## config.mk

```make
export PLATFORM = sky130hd
export DESIGN_NAME = mult_share_ctrl
export DESIGN_NICKNAME = d
export VERILOG_FILES = /design/src/rtl/mult_share_ctrl.sv
export SDC_FILE = /design/constraint.sdc
export NUM_CORES = 1
export LEC_CHECK = 0
export ABC_CLOCK_PERIOD_IN_PS = 5440
export BUFFER_PORTS_ARGS = -buffer_cell sky130_fd_sc_hd__buf_4
export CORE_ASPECT_RATIO = 0.6
export CORE_MARGIN = 2
export CORE_UTILIZATION = 55
export CTS_BUF_LIST = sky130_fd_sc_hd__clkbuf_4 sky130_fd_sc_hd__clkbuf_8
export CTS_CLUSTER_SIZE = 24
export DETAILED_ROUTE_END_ITERATION = 16
export HOLD_SLACK_MARGIN = 0.1
export PLACE_DENSITY = 0.81
export SYNTH_ARGS = -nofsm -noshare
export SYNTH_HDL_FRONTEND = slang
export SYNTH_SLANG_ARGS = --single-unit
```

## constraint.sdc

```tcl
create_clock -name clk -period 5.44 [get_ports clk]
set_input_delay 0.272 -clock clk [delete_from_list [all_inputs] [get_ports clk]]
set_output_delay 0.272 -clock clk [all_outputs]
set_load 0.005 [all_outputs]
```

## src/rtl/mult_share_ctrl.sv

```systemverilog
// rtl/mult_share_ctrl.sv - two-requester multiplier built on one shared external 2x2 digit cell.
// Optional round-robin arbitration with MULT_SHARE_RR_EN; requester 0 has fixed priority otherwise.
module mult_share_ctrl #(
   parameter int OPW = 4
) (
   input  logic             clk,
   input  logic             rst,
   input  logic             req0_valid,
   output logic             req0_ready,
   input  logic [OPW-1:0]   req0_a,
   input  logic [OPW-1:0]   req0_b,
   input  logic             req1_valid,
   output logic             req1_ready,
   input  logic [OPW-1:0]   req1_a,
   input  logic [OPW-1:0]   req1_b,
   output logic [1:0]       mul_a,
   output logic [1:0]       mul_b,
   input  logic [3:0]       mul_p,
   output logic             rsp_valid,
   output logic             rsp_id,
   output logic [2*OPW-1:0] rsp_p,
   output logic             busy
);
   localparam int D  = OPW / 2;
   localparam int NS = D * D;
   localparam int KW = $clog2(NS);
   localparam int AW = 2 * OPW;

   typedef enum logic [1:0] {IDLE, RUN, DONE} state_t;

   state_t          state, state_nx;
   logic [OPW-1:0]  a_r, b_r;
   logic            id_r;
   logic [KW-1:0]   k;
   logic [AW-1:0]   acc;
   logic [KW-1:0]   di, dj;
   logic [AW-1:0]   pp;
   logic            last_step;
   logic            grant;
   logic            hs;

`ifdef MULT_SHARE_RR_EN
   logic last_id;

   // On contention the requester not served most recently wins.
   assign grant = (req0_valid & req1_valid) ? ~last_id : req1_valid;

   always_ff @(posedge clk or posedge rst) begin
      if (rst)
         last_id <= 1'b1;
      else if (hs)
         last_id <= grant;
   end
`else
   assign grant = req1_valid & ~req0_valid;
`endif

   assign hs        = (state == IDLE) && (grant ? req1_valid : req0_valid);
   assign di        = KW'(k % KW'(D));
   assign dj        = KW'(k / KW'(D));
   assign last_step = (k == KW'(NS - 1));
   // Digit product weighted by 4^(i+j).
   assign pp        = {{(AW-4){1'b0}}, mul_p} << {di + dj, 1'b0};
   assign busy      = (state != IDLE);

   always_ff @(posedge clk or posedge rst) begin
      if (rst) begin
         state  <= IDLE;
         a_r    <= '0;
         b_r    <= '0;
         id_r   <= 1'b0;
         k      <= '0;
         acc    <= '0;
         rsp_id <= 1'b0;
         rsp_p  <= '0;
      end else begin
         state <= state_nx;
         if (hs) begin
            a_r  <= grant ? req1_a : req0_a;
            b_r  <= grant ? req1_b : req0_b;
            id_r <= grant;
            k    <= '0;
            acc  <= '0;
         end else if (state == RUN) begin
            acc <= acc + pp;
            k   <= k + 1'b1;
            if (last_step) begin
               rsp_p  <= acc + pp;
               rsp_id <= id_r;
            end
         end
      end
   end

   always_comb begin
      state_nx   = state;
      req0_ready = 1'b0;
      req1_ready = 1'b0;
      mul_a      = 2'b00;
      mul_b      = 2'b00;
      rsp_valid  = 1'b0;
      case (state)
         IDLE: begin
            req0_ready = ~grant;
            req1_ready = grant;
            if (hs)
               state_nx = RUN;
         end
         RUN: begin
            mul_a = a_r[{di, 1'b0} +: 2];
            mul_b = b_r[{dj, 1'b0} +: 2];
            if (last_step)
               state_nx = DONE;
         end
         DONE: begin
            rsp_valid = 1'b1;
            state_nx  = IDLE;
         end
         default: state_nx = IDLE;
      endcase
   end
endmodule

```

==> flow_summary_export.csv, run 1 <==
group,metric,value,unit
status,status,"complete, no violations",
die,start_util,0.595,
worst_setup_path,r2r_cells,9,
die,die_h,47.9,um
cells_and_area,fin_util,0.732,
logic_synthesis,yosys_register_bits,30,
worst_setup_path,r2r-start,"k[0]",
drt,drt-vias-per-instance,5.70,
min_path,min_path_type,"primary input to flip-flop",
power,vdd.ir_drop.worst,387,uV
worst_setup_path,start_kind,"flip-flop",
clocking,postCtsHoldBufs,0,
clocking,clkTransAtPathRegs,0.06,ns
worst_setup_path,r2r-end,"rsp_p[7]",
min_path,hold_start,"req0_b[2]",
sta,fmax,0.349,GHz
worst_setup_path,cp_slowest_stage_delay,0.44,ns
clocking,cts_setup_buffers,0,
sta,drv_slew,0,
power,leakagePower,0.00108,uW
logic_synthesis,syn_area,1770,um^2
drt,remaining_drc_errors,0,
min_path,holdPathStages,3,
sta,rsz0062_at_grt,"no",
logic_synthesis,syn-num-nets,218,
cells_and_area,fin_nets,258,
sta,worstMarginPinSlew,1.13,ns
drt,wl_per_cell,15.3,um
logic_synthesis,synthArstFlopShare,1.00,
logic_synthesis,synth-edff-count,0,
drt,drtAntennaViolNets,0,
logic_synthesis,yosysUniqueCellTypes,42,
cells_and_area,drive_gt1_frac,0.249,
power,seqPwrFrac,0.290,
sta,hold_viol_final,0,
power,switching_share,0.428,
worst_setup_path,worstPathCellList,"ha_1 > and2b_4 > a22o_1 > ha_1 > a21oi_1 > o21ai_2 > a21oi_1 > xnor3_1 > mux2_4",
worst_setup_path,worstSetupPathType,"flip-flop to flip-flop",
power,pwr-share-comb,0.585,
sta,min_period_over_period,0.527,
power,switching_power,606,uW
worst_setup_path,crit_family,"compound AO/OA/AOI/OAI gates",
drt,dr.pass1.iters,5,
worst_setup_path,r2r_slack,2.57,ns
placed_design,gp_congestion,0.864,
clocking,numClockSinks,30,
worst_setup_path,worst-endpoint-required,5.61,ns
drt,drt-total-wl,4080,um
power,p_int,809,uW
sta,whs,0.254,ns
power,p_clk_frac,0.125,
sta,setup_viol,0,
sta,slew_headroom,0.247,
die,io_pins,41,
global_routing,grt_pass1_vias,1477,
cells_and_area,n_fill_cell,228,
drt,drt_iter0_drc,88,
clocking,htreeDepth,2,
die,num_rows,15,
worst_setup_path,worst_setup_path_end_kind,"flip-flop",
logic_synthesis,syn_inst,185,
global_routing,antenna_found_initial,0,
placed_design,dpl.hpwl,3040,um
cells_and_area,num_antenna_cells,0,
power,pwr_density_cell,652,nW/um^2
worst_setup_path,cp_max_fo,6,
die,die_w,77.1,um
clocking,clockBufferDepth,2,
logic_synthesis,ys_warn_count,0,
global_routing,grt_max_degree,31,
clocking,cts_tree,"built",
sta,fin_skew,0.00236,ns
min_path,hold_end,"b_r[2]",
run,maxCapViolCount,0,
die,core,2970,um^2
clocking,cts_root_buf,"clkbuf_8",
logic_synthesis,ys_seq_area_frac,0.425,
global_routing,gr-total-overflow,0,
logic_synthesis,synth-main-ff-cell,"dfrtp_1",
worst_setup_path,arrival,3.03,ns
clocking,ctsResizeCount,0,
clocking,cts_inserted_buffers,5,
cells_and_area,syn_to_final_growth,23.0,%
cells_and_area,layout_commonest_cell,"buf_4",
cells_and_area,final_cell_mix,"buf_4, dfrtp_1, o21ai_1, nand2_1, mux2i_1",
global_routing,grt_pass1_wl,6740,um
logic_synthesis,synth.avg_cell_area,9.54,um^2
global_routing,grt_usage,0.244,
sta,tns,0,ns
worst_setup_path,path_buf_inv,0,
placed_design,numPortBuffers,40,
die,dieArea,3690,um^2
drt,dr_total_vias,1523,
clocking,clock_latency,0.28,ns
sta,finalCriticalPeriod,2.87,ns
worst_setup_path,critPathSlowestCell,"dfrtp_1",
[per-layer routing]
metal | routed length, um | GRT usage
met5 | 0 | 0
met4 | 89 | 0.104
met3 | 186 | 0.0566
met2 | 1990 | 0.435
met1 | 1810 | 0.302
[tightest hold or removal path, delay by kind of cell]
family          cells  cell delay [ns]
compound gates      1             0.10
buf+inv             1             0.08
mux                 1             0.05
[Yosys cell counts, types with 3 or more instances]
| cell | instances | area (um^2) |
|---|---|---|
| a21o_1 | 4 | 30.0 |
| a21oi_1 | 4 | 20.0 |
| and2_1 | 3 | 18.8 |
| clkbuf_1 | 5 | 18.8 |
| dfrtp_1 | 30 | 751 |
| ha_1 | 8 | 100 |
| inv_1 | 7 | 26.3 |
| mux2i_1 | 14 | 140 |
| nand2_1 | 19 | 71.3 |
| nand2b_1 | 5 | 31.3 |
| nand3_1 | 11 | 55.1 |
| nor2_1 | 12 | 45.0 |
| nor2b_1 | 4 | 25.0 |
| o21ai_1 | 22 | 110 |
[area by class of cell]
cell class / instances / area (um^2) / area share
clock buffers: 7 / 83.8 / 0.0386
inverters: 8 / 30.0 / 0.0138
well taps: 42 / 52.6 / 0.0242
repair buffers: 41 / 308 / 0.142
flip-flops and latches: 30 / 751 / 0.346
multi-input cells: 139 / 946 / 0.436
[cell families (layout without fill, tap and decap cells)]
logic type	after synthesis	in the layout	share of synthesized area
mux	17	17	0.101
buf+inv	16	56	0.0390
flops	30	30	0.425
compound gates	43	43	0.148
fa+ha+maj	9	9	0.0680
xor+xnor	5	5	0.0326
simple gates	65	65	0.186
[worst max-delay path by stage]
stage	start	end	slack [ns]	cells past startpoint
global route	k[0]	acc[4]	2.41	11
global placement	k[0]	rsp_p[7]	2.74	9
floorplan	k[0]	rsp_p[7]	2.83	9
CTS	k[0]	rsp_p[7]	2.57	9
finish	k[0]	rsp_p[7]	2.57	9
detailed placement	k[0]	rsp_p[7]	2.60	9
[stage by stage]
stage | setup WS, ns | power, uW | area (um^2) | cells
after floorplan | 2.83 | 986 | 1770 | 185
after global placement | 2.74 | 1180 | 2090 | 260
after detailed placement | 2.60 | 1230 | 2090 | 260
after CTS | 2.57 | 1420 | 2170 | 267
after global routing | 2.41 | 1540 | 2170 | 267
final | 2.57 | 1410 | 2170 | 267
[flip-flops by register name, indices dropped and copies added (netlist names)]
signal and cells:
acc 8, rsp_p 8, a_r 4, b_r 4
k 2, state 2, id_r 1, rsp_id 1
[power by group through the flow]
stage	Clock [uW]	Combinational, uW	Sequential (uW)
floorplan	0	591	395
global placement	0	770	407
detailed placement	0	819	413
CTS	177	831	410
global route	186	933	422
finish	177	827	411
Note: power is estimated with default switching activity, not from simulation.
==> run 2, diff against run 1 <==
ABC_CLOCK_PERIOD_IN_PS = 2850   (was 5440)
clock period = 2.85 ns   (was 5.44 ns; I/O delays follow)
==> run 2 against run 1 <==
Cell area increased by 3.0%. Via count increased by 3.4%. Critical path type unchanged. Die area unchanged. Global-route usage grew 1.4 points. Routed wire length rose by 5.7%. Combinational power rose by 100%. Clock power rose by 130%. Total power increased by 100%. Sequential share of layout area fell by 1.0 points. First-iteration DRC count is 8.0% higher. Hold slack worse by 0.12 ns.
==> flow_summary_export.csv, run 2 (synthesis results as in run 1) <==
group,metric,value,unit
placed_design,gp_congestion,0.881,
drt,wl_met3,286,um
min_path,holdPathStages,3,
drt,drt-met1-wl,1880,um
run,maxCapViolCount,0,
clocking,ctsResizeCount,0,
min_path,min_path_type,"primary input to flip-flop",
sta,fmax,0.370,GHz
cells_and_area,num_antenna_cells,0,
clocking,clkTransAtPathRegs,0.07,ns
die,num_rows,15,
worst_setup_path,r2r_cells,9,
power,pwr_density_cell,1280,nW/um^2
power,switching_share,0.420,
power,vdd.ir_drop.worst,697,uV
global_routing,grt_max_degree,31,
clocking,postCtsHoldBufs,0,
placed_design,dpl.hpwl,3180,um
drt,drt-total-wl,4310,um
cells_and_area,fin_util,0.754,
sta,slew_headroom,0.241,
sta,rsz0062_at_grt,"no",
power,leakagePower,0.00110,uW
sta,worstMarginPinSlew,1.14,ns
clocking,numClockSinks,30,
drt,wl_per_cell,16.0,um
worst_setup_path,start_kind,"flip-flop",
clocking,cts_inserted_buffers,5,
die,die_h,47.9,um
cells_and_area,drive_gt1_frac,0.276,
clocking,clockBufferDepth,2,
status,status,"complete, no violations",
drt,dr.pass1.iters,4,
power,seqPwrFrac,0.272,
cells_and_area,fin_nets,260,
sta,setup_viol,0,
clocking,clock_latency,0.28,ns
clocking,cts_setup_buffers,0,
drt,dr_total_vias,1575,
worst_setup_path,worst-endpoint-required,3.02,ns
sta,tns,0,ns
worst_setup_path,worstSetupPathType,"flip-flop to flip-flop",
power,switching_power,1200,uW
power,p_int,1660,uW
sta,min_period_over_period,0.949,
worst_setup_path,cp_max_fo,6,
die,core,2970,um^2
die,io_pins,41,
global_routing,antenna_found_initial,0,
cells_and_area,reg_top3,"acc: 8 flops, rsp_p: 8 flops",
cells_and_area,final_cell_mix,"buf_4, dfrtp_1, o21ai_1, nand2_1, mux2i_1",
power,p_clk_frac,0.142,
placed_design,numPortBuffers,40,
cells_and_area,syn_to_final_growth,26.6,%
cells_and_area,layout_commonest_cell,"buf_4",
die,dieArea,3690,um^2
drt,drtAntennaViolNets,0,
sta,hold_viol_final,0,
worst_setup_path,worst_setup_path_end_kind,"flip-flop",
global_routing,gr-total-overflow,0,
drt,top_layer,"met4",
die,die_w,77.1,um
clocking,cts_tree,"built",
clocking,htreeDepth,2,
worst_setup_path,arrival,2.88,ns
power,pwr-share-comb,0.586,
global_routing,grt_pass1_wl,7010,um
drt,drt-vias-per-instance,5.83,
drt,drt_iter0_drc,95,
sta,fin_skew,0.00747,ns
drt,remaining_drc_errors,0,
sta,finalCriticalPeriod,2.71,ns
drt,dr_wl_met2,1980,um
clocking,cts_root_buf,"clkbuf_8",
global_routing,grt_usage,0.258,
global_routing,grt_pass1_vias,1492,
sta,drv_slew,0,
die,start_util,0.595,
==> run 2: changes by cell type in the layout (fill, tap and decap cells not counted) <==
cell and delta:
a21oi_1 -2, a21oi_2 +2, buf_4 +2, clkbuf_4 -2
clkbuf_8 +3, ha_1 -1, ha_4 +1, mux2i_1 -1
mux2i_2 +1
==> run 2: final timing paths <==
| path | to | start | slack (ns) |
|---|---|---|---|
| max in group asynchronous | state[0] | rst | 2.03 |
| worst max register to register | rsp_p[7] | k[1] | 0.14 |
| worst min-delay path | a_r[2] | req0_a[2] | 0.13 |
| worst max-delay path | rsp_p[7] | k[1] | 0.14 |
| worst min register to register | id_r | id_r | 0.48 |
| min in group asynchronous | a_r[2] | rst | 0.15 |
==> run 2: power groups by stage <==
stage / Clock [uW] / Combinational, uW / Sequential, uW
after detailed placement: 0 / 1590 / 776
final: 405 / 1670 / 777
after CTS: 405 / 1620 / 769
after global placement: 0 / 1510 / 767
after floorplan: 0 / 1130 / 753
after global routing: 429 / 1870 / 804
==> run 2: worst max-delay path: stages (launching register included) <==
cell	delay [ns]
dfrtp_1	0.46
ha_4	0.34
mux2i_1	0.25
nor2_1	0.07
ha_1	0.33
o211ai_1	0.27
o21ai_2	0.16
a21oi_2	0.21
xnor3_1	0.24
mux2_4	0.26
==> run 2: per-stage QoR <==
stage          instance area [um^2]  cells  power, uW  setup slack, ns  hold WS [ns]
2_1_floorplan                  1770    185       1880            0.242         0.233
3_3_place_gp                   2100    262       2270            0.172         0.413
3_5_place_dp                   2100    262       2370           0.0563         0.420
4_1_cts                        2210    270       2790           0.0273         0.129
5_1_grt                        2240    270       3100           0.0297         0.140
6_report                       2240    270       2860            0.144         0.130
==> run 2: per-layer routing <==
metal  global-route usage  vias to the layer above
li1                     -                      732
met3               0.0660                       21
met5                    0                        -
met2                0.445                       70
met4                0.125                        0
met1                0.319                      752
==> run 2: layout make-up <==
class,count,area [um^2]
clock buffer,8,110
fill,218,729
inverter,8,30.0
multi-input combinational,139,970
sequential,30,751
tap,42,52.6
timing repair buffer,43,323
